`src/rtl/inst_fetch.sv`:
```
// Instruction fetch stage: owns the PC, reads the zero-latency instruction memory every
// cycle and queues {pc, inst} pairs in a small FIFO drained by decode via valid/ready.
module inst_fetch #(
  parameter logic [31:0] RESET_PC = 32'h0000_0000,
  parameter int          DEPTH    = 2
) (
  input  logic                     clk,
  input  logic                     reset,
  output logic [31:0]              imem_addr,
  input  logic [31:0]              imem_inst,
  input  logic                     redirect_valid,
  input  logic [31:0]              redirect_pc,
  output logic                     if_valid,
  input  logic                     if_ready,
  output logic [31:0]              if_inst,
  output logic [31:0]              if_pc,
  output logic [$clog2(DEPTH):0]   if_count
);

  localparam int AW = $clog2(DEPTH);
  localparam int CW = AW + 1;
  localparam logic [AW-1:0] PTR_ONE  = AW'(1);
  localparam logic [CW-1:0] CNT_ONE  = CW'(1);
  localparam logic [CW-1:0] CNT_FULL = CW'(DEPTH);

  logic [31:0]   pc_q, pc_d;
  logic [CW-1:0] count_q, count_d;
  logic [AW-1:0] rd_ptr_q, rd_ptr_d;
  logic [AW-1:0] wr_ptr_q, wr_ptr_d;
  logic [31:0]   buf_pc_q [DEPTH];
  logic [31:0]   buf_pc_d [DEPTH];
  logic [31:0]   buf_inst_q [DEPTH];
  logic [31:0]   buf_inst_d [DEPTH];
  logic          push_s;
  logic          pop_s;
  logic          redirect_lsb_unused_s;

  // Fetch addresses are word aligned, so the low redirect bits are dropped.
  assign redirect_lsb_unused_s = ^redirect_pc[1:0];

  assign imem_addr = pc_q;
  assign if_valid  = (count_q != {CW{1'b0}});
  assign if_inst   = buf_inst_q[rd_ptr_q];
  assign if_pc     = buf_pc_q[rd_ptr_q];
  assign if_count  = count_q;

  // Next-state logic for PC, pointers, occupancy and buffer storage.
  always_comb begin
    pop_s      = if_valid && if_ready && !redirect_valid;
    push_s     = !redirect_valid && ((count_q < CNT_FULL) || pop_s);
    pc_d       = pc_q;
    count_d    = count_q;
    rd_ptr_d   = rd_ptr_q;
    wr_ptr_d   = wr_ptr_q;
    buf_pc_d   = buf_pc_q;
    buf_inst_d = buf_inst_q;

    if (redirect_valid) begin
      // Flush wins over everything; the head shown this cycle is not consumed.
      pc_d     = {redirect_pc[31:2], 2'b00};
      count_d  = {CW{1'b0}};
      rd_ptr_d = {AW{1'b0}};
      wr_ptr_d = {AW{1'b0}};
    end else begin
      if (push_s) begin
        buf_pc_d[wr_ptr_q]   = pc_q;
        buf_inst_d[wr_ptr_q] = imem_inst;
        wr_ptr_d             = wr_ptr_q + PTR_ONE;
        pc_d                 = pc_q + 32'd4;
      end else begin
        wr_ptr_d = wr_ptr_q;
      end
      if (pop_s) begin
        rd_ptr_d = rd_ptr_q + PTR_ONE;
      end else begin
        rd_ptr_d = rd_ptr_q;
      end
      case ({push_s, pop_s})
        2'b10:   count_d = count_q + CNT_ONE;
        2'b01:   count_d = count_q - CNT_ONE;
        default: count_d = count_q;
      endcase
    end
  end

  // State registers with asynchronous reset that also clears the buffer storage.
  always_ff @(posedge clk or posedge reset) begin
    if (reset) begin
      pc_q     <= RESET_PC;
      count_q  <= {CW{1'b0}};
      rd_ptr_q <= {AW{1'b0}};
      wr_ptr_q <= {AW{1'b0}};
      for (int i = 0; i < DEPTH; i++) begin
        buf_pc_q[i]   <= 32'h0000_0000;
        buf_inst_q[i] <= 32'h0000_0000;
      end
    end else begin
      pc_q       <= pc_d;
      count_q    <= count_d;
      rd_ptr_q   <= rd_ptr_d;
      wr_ptr_q   <= wr_ptr_d;
      buf_pc_q   <= buf_pc_d;
      buf_inst_q <= buf_inst_d;
    end
  end

endmodule

```
`config.mk`:
```
export PLATFORM = sky130hd
export DESIGN_NAME = inst_fetch
export DESIGN_NICKNAME = d
export VERILOG_FILES = /design/src/rtl/inst_fetch.sv
export SDC_FILE = /design/constraint.sdc
export NUM_CORES = 1
export LEC_CHECK = 0
export CAP_MARGIN = 20
export CELL_PAD_IN_SITES_DETAIL_PLACEMENT = 1
export CELL_PAD_IN_SITES_GLOBAL_PLACEMENT = 2
export CORE_MARGIN = 8
export CORE_UTILIZATION = 30
export CTS_BUF_LIST = sky130_fd_sc_hd__clkbuf_8
export DETAILED_ROUTE_END_ITERATION = 8
export PLACE_DENSITY_LB_ADDON = 0.1
export SLEW_MARGIN = 20
export SYNTH_ARGS = -nofsm -noshare
export SYNTH_HDL_FRONTEND = slang
export SYNTH_SLANG_ARGS = --single-unit
export TNS_END_PERCENT = 5
```
`constraint.sdc`:
```
create_clock -name clk -period 8.4 [get_ports clk]
set_clock_uncertainty 0.1 [all_clocks]
set_input_delay 2.52 -clock clk [delete_from_list [all_inputs] [get_ports clk]]
set_output_delay 2.52 -clock clk [all_outputs]
set_load 0.03 [all_outputs]
```
==> results.json, run 1 <==
{
  "critPathLaunchType": "flop",
  "clk_pin_slew_ns": 0.08,
  "routed_wl_um": 20930,
  "coreArea_um2": 24390,
  "port_buffers": 160,
  "fin_ws_ns": 3.173,
  "yosysSeqAreaShare_pct": 53.02,
  "synth_top_cell_by_area": "dfrtp_1",
  "synth-seq-cells": 158,
  "vias": 5265,
  "cts_sinks": 158,
  "ios": 167,
  "min_delay_worst_endpoint": "buf_inst_q[32]",
  "hpwl_um": 14180,
  "cts_buffer_depth": 2,
  "yosys_warnings": 0,
  "drv_cap": 0,
  "r2r-end": "buf_inst_q[0]",
  "area_growth_syn_to_layout_pct": 30.08,
  "p_leak_nw": 3.755,
  "ant_nets": 0,
  "grt_max_degree": 111,
  "ys_types": 47,
  "initial_core_util_pct": 30.57,
  "fill_cells": 2572,
  "die_area_um2": 30160,
  "h-tree-depth": 4,
  "numCtsBuffers": 17,
  "synth_area_per_cell_um2": 12.81,
  "rr_worst_depth": 4,
  "gp_congestion": 0.7339,
  "drc": 0,
  "tightest_slew_ns": 1.007,
  "viasPerCell": 4.944,
  "vdd_ir_drop_max_mv": 0.09362,
  "grt_setup_unrepaired": "no",
  "layout_common_cells": "mux2_2, clkdlybuf4s50_1, dfrtp_1",
  "wl_per_cell_um": 19.65,
  "setup_viol": 0,
  "min_period_ns": 5.227,
  "overflow": 0,
  "multi_input_area_um2": 3298,
  "hold_path_depth": 1,
  "first_pass_iters": 4,
  "power_density_nw_per_um2": 248.5,
  "grt_util_all_layers_pct": 14.22,
  "place_ws_ns": 3.093,
  "regToRegSetupSlack_ns": 5.60,
  "cp-end-kind": "output pin",
  "critical_path_arrival_ns": 2.61,
  "async_flop_share_pct": 100.0,
  "timing.fmax_mhz": 191.3,
  "worstHoldStart": "buf_inst_q[32]",
  "synth_ff_type": "dfrtp_1",
  "crit_type": "reg2out",
  "finalMaxSlewViolations": 0,
  "hold_viol_final": 0,
  "grt_pass1_wl_um": 34390,
  "max_slew_margin_pct": 32.87,
  "synth_top_area_share_pct": 53.02,
  "drive_gt1_share_pct": 27.94,
  "holdBufCountCts": 0,
  "diodes": 0,
  "synth_area_leaders": "dfrtp_1, mux2_2, mux2_1",
  "cts_tree": "built",
  "netlist_instances": 582,
  "cts_setup_buffers": 0,
  "outcome": "completed",
  "tns_ns": 0,
  "mostFrequentLayoutCell": "mux2_2",
  "synth-edff-count": 0,
  "cts_resized": 0,
  "netlist_area_um2": 7457,
  "r2r_start": "if_count[1]",
  "clk_latency_ns": 0.44,
  "crit_path_max_fanout": 63,
  "layout.area.seq_um2": 3958,
  "drtIter0Drc": 195,
  "nets": 797,
  "grt_pass1_vias": 6110,
  "antenna_found_initial": 1,
  "die_h_um": 173.7,
  "finalCritPeriodShare_pct": 62.23,
  "hp-class": "reg2reg",
  "num_rows": 57,
  "root_buffer": "clkbuf_8",
  "die_x_um": 173.7,
  "required_ns": 5.78
}
## power breakdown
part / internal [mW] / switching [mW]
combinational: 0.413 / 0.411
sequential: 0.930 / 0.121
clock: 0.227 / 0.308
## registers in the layout (all words and copies together), names as in the netlist
register    cells
buf_pc_q       60
imem_addr      30
if_count        2
wr_ptr_q        1
buf_inst_q     64
rd_ptr_q        1
## per-stage QoR
| stage | util (%) | area, um2 | std cells | power, mW | hold slack, ns |
|---|---|---|---|---|---|
| 2_1_floorplan | - | 7468 | 585 | 1.571 | 0.3541 |
| 3_3_place_gp | 38.26 | 9331 | 1033 | 1.876 | 0.3626 |
| 3_5_place_dp | 38.26 | 9331 | 1033 | 1.910 | 0.3750 |
| 4_1_cts | 39.76 | 9698 | 1065 | 2.464 | 0.3958 |
| 5_1_grt | 39.77 | 9701 | 1065 | 2.559 | 0.4117 |
| 6_report | 39.77 | 9701 | 1065 | 2.411 | 0.3899 |
## how the worst max path moves through the flow
stage	startpoint	end	slack, ns
after floorplan	reset	buf_inst_q[0]	1.52
after global placement	if_ready	buf_inst_q[21]	3.17
after detailed placement	if_ready	buf_inst_q[0]	3.09
after CTS	rd_ptr_q	if_inst[15]	3.08
after global routing	rd_ptr_q	if_pc[23]	3.03
final	rd_ptr_q	if_inst[15]	3.17
## layer usage
| layer | wire length [um] | GRT usage, % | vias to the layer above |
|---|---|---|---|
| li1 | - | - | 2421 |
| met1 | 9104 | 17.19 | 2718 |
| met2 | 10570 | 24.49 | 108 |
| met3 | 988 | 3.616 | 16 |
| met4 | 260 | 4.311 | 2 |
| met5 | 8 | 0 | - |
## cells by family after synthesis
logic type | after synthesis | synth area share, %
flip-flops | 158 | 53.02
other | 1 | 0.05029
AND/OR/NAND/NOR | 110 | 8.238
XOR/XNOR | 10 | 1.174
AO/OA/AOI/OAI | 65 | 5.890
buffers and inverters | 49 | 3.087
multiplexers | 188 | 28.37
adder cells (fa/ha/maj) | 1 | 0.1678
## synthesized netlist by cell type, drive strengths merged (4+ instances only)
cell,n
xor2,4
dfrtp,158
nor4,5
mux2,187
nand4,9
xnor2,6
nor2,25
buf,28
o21ai,17
inv,9
a21oi,6
or3,6
a31oi,18
nand2,19
or4,11
nand3,13
clkbuf,12
nor2b,7
o31ai,10
o2111ai,4
## area by class of cell
type / count / area share (%)
clock buffers: 19 / 2.696
inverters: 9 / 0.4256
well taps: 324 / 4.179
clock inverters: 13 / 1.083
multi-input cells: 378 / 34.00
repair buffers: 164 / 16.82
flip-flops and latches: 158 / 40.80
## worst max-delay path, stage by stage (launching register included)
cell and delay [ns]:
dfrtp_4 1.09, mux2_2 0.42, clkdlybuf4s50_1 0.64
(Power assumes the default switching activity.)
==> run 2: changes to the inputs <==
==> constraint.sdc (replaced) <==
create_clock -name clk -period 5.4 [get_ports clk]
set_clock_uncertainty 0.1 [all_clocks]
set_input_delay 1.62 -clock clk [delete_from_list [all_inputs] [get_ports clk]]
set_output_delay 1.62 -clock clk [all_outputs]
set_load 0.03 [all_outputs]
==> run 2 against run 1 <==
Combinational power rose by 55%. Global-route usage is essentially flat. Die area unchanged. Wire length fell by 0.11%. Sequential cell count unchanged. Core utilization rose by 0.26 points. Critical endpoint is now if_pc[28]. Non-clock buffer count is 3 higher. Hold slack worse by 0.0018 ns. Sequential power rose by 56%. Total power up 57%.
==> results.json, run 2 (synthesis gave the netlist of run 1 again) <==
{
  "critical_path_arrival_ns": 2.62,
  "largest_reg_flops": 64,
  "required_ns": 3.68,
  "timing.fmax_mhz": 230.6,
  "hp-class": "reg2reg",
  "vdd_ir_drop_max_mv": 0.1347,
  "drive_gt1_share_pct": 28.36,
  "max_slew_margin_pct": 33.67,
  "hold_viol_final": 0,
  "outcome": "completed",
  "min_period_ns": 4.337,
  "clk_latency_ns": 0.45,
  "grt_pass1_vias": 6048,
  "hpwl_um": 14350,
  "coreArea_um2": 24390,
  "ios": 167,
  "antenna_found_initial": 1,
  "drc": 0,
  "wl_per_cell_um": 19.57,
  "r2r-end": "buf_inst_q[6]",
  "routed_wl_um": 20910,
  "mostFrequentLayoutCell": "mux2_2",
  "p_leak_nw": 3.776,
  "h-tree-depth": 4,
  "ant_nets": 0,
  "r2r_start": "if_count[1]",
  "port_buffers": 160,
  "cp-end-kind": "output pin",
  "crit_type": "reg2out",
  "diodes": 0,
  "vias": 5269,
  "num_rows": 57,
  "die_h_um": 173.7,
  "power_density_nw_per_um2": 386.6,
  "area_growth_syn_to_layout_pct": 30.94,
  "numCtsBuffers": 17,
  "holdBufCountCts": 0,
  "tightest_slew_ns": 0.9950,
  "grt_setup_unrepaired": "no",
  "finalMaxSlewViolations": 0,
  "cts_tree": "built",
  "gp_congestion": 0.7312,
  "cts_setup_buffers": 0,
  "setup_viol": 0,
  "cts_resized": 0,
  "first_pass_iters": 4,
  "cts_buffer_depth": 2,
  "rr_worst_depth": 5,
  "viasPerCell": 4.934,
  "critPathLaunchType": "flop",
  "fill_cells": 2568,
  "overflow": 0,
  "hold_ws_ns": 0.3881,
  "regToRegSetupSlack_ns": 2.77,
  "drtIter0Drc": 219,
  "grt_pass1_wl_um": 34250,
  "finalCritPeriodShare_pct": 80.32,
  "tns_ns": 0,
  "root_buffer": "clkbuf_8",
  "cts_sinks": 158,
  "drv_cap": 0,
  "layout_common_cells": "mux2_2, clkdlybuf4s50_1, dfrtp_1",
  "crit_end": "if_pc[28]",
  "nets": 800,
  "top_register": "buf_inst_q",
  "grt_util_all_layers_pct": 14.26,
  "worstSetupStartpoint": "rd_ptr_q",
  "die_area_um2": 30160,
  "grt_max_degree": 67,
  "clk_pin_slew_ns": 0.08,
  "initial_core_util_pct": 30.57,
  "die_x_um": 173.7,
  "crit_path_max_fanout": 63
}
## run 2: cell types whose count changed in the layout (fill, tap and decap cells not counted), sizes merged
| cell | change |
|---|---|
| clkinv | -2 |
| clkbuf | +2 |
| clkinvlp | +2 |
| inv | -2 |
| buf | +3 |
## run 2: power breakdown
group | total (mW) | switching [mW] | internal, mW
combinational | 1.28 | 0.638 | 0.645
sequential | 1.64 | 0.190 | 1.45
clock | 0.854 | 0.473 | 0.381
total | 3.78 | 1.30 | 2.47
## run 2: stage by stage
stage                     cells  power, mW  util (%)  setup WS (ns)  instance area, um2
after floorplan             585      2.444         -          1.679                7472
after global placement     1036      2.927     38.45          1.089                9378
after detailed placement   1036      2.972     38.45          1.001                9378
after CTS                  1068      3.857     40.03         0.9969                9764
after global routing       1068      4.008     40.03         0.8955                9764
final                      1068      3.775     40.03          1.063                9764
## run 2: final cells by class
class | count | area [um2] | share of cell area (%)
Clock buffer | 21 | 289.0 | 2.960
Inverter | 9 | 37.54 | 0.3844
Timing Repair Buffer | 167 | 1679 | 17.20
Multi-Input combinational cell | 378 | 3298 | 33.78
Tap cell | 324 | 405.4 | 4.152
Clock inverter | 11 | 97.59 | 0.9995
Sequential cell | 158 | 3958 | 40.53
## run 2: how the worst min path moves through the flow
stage	startpoint	endpoint	slack, ns	cells after the start
after floorplan	buf_inst_q[32]	buf_inst_q[32]	0.35	1
after global placement	buf_inst_q[50]	buf_inst_q[50]	0.36	1
after detailed placement	buf_pc_q[63]	buf_pc_q[63]	0.37	1
after CTS	buf_inst_q[63]	buf_inst_q[63]	0.39	1
after global routing	buf_inst_q[34]	buf_inst_q[34]	0.42	1
final	buf_pc_q[63]	buf_pc_q[63]	0.39	1
## run 2: worst max-delay path, cell delays in order, from the launching register on
cell and delay (ns):
dfrtp_4 1.09, mux2_2 0.42, clkdlybuf4s50_1 0.63
## run 2: layer usage
layer / vias to the layer above / global-route usage [%] / share of wire, %
met5: - / 0 / 0.043
met4: 2 / 4.061 / 1.1
met3: 19 / 3.768 / 4.5
met2: 105 / 25.07 / 51
met1: 2716 / 16.84 / 44
li1: 2427 / - / -
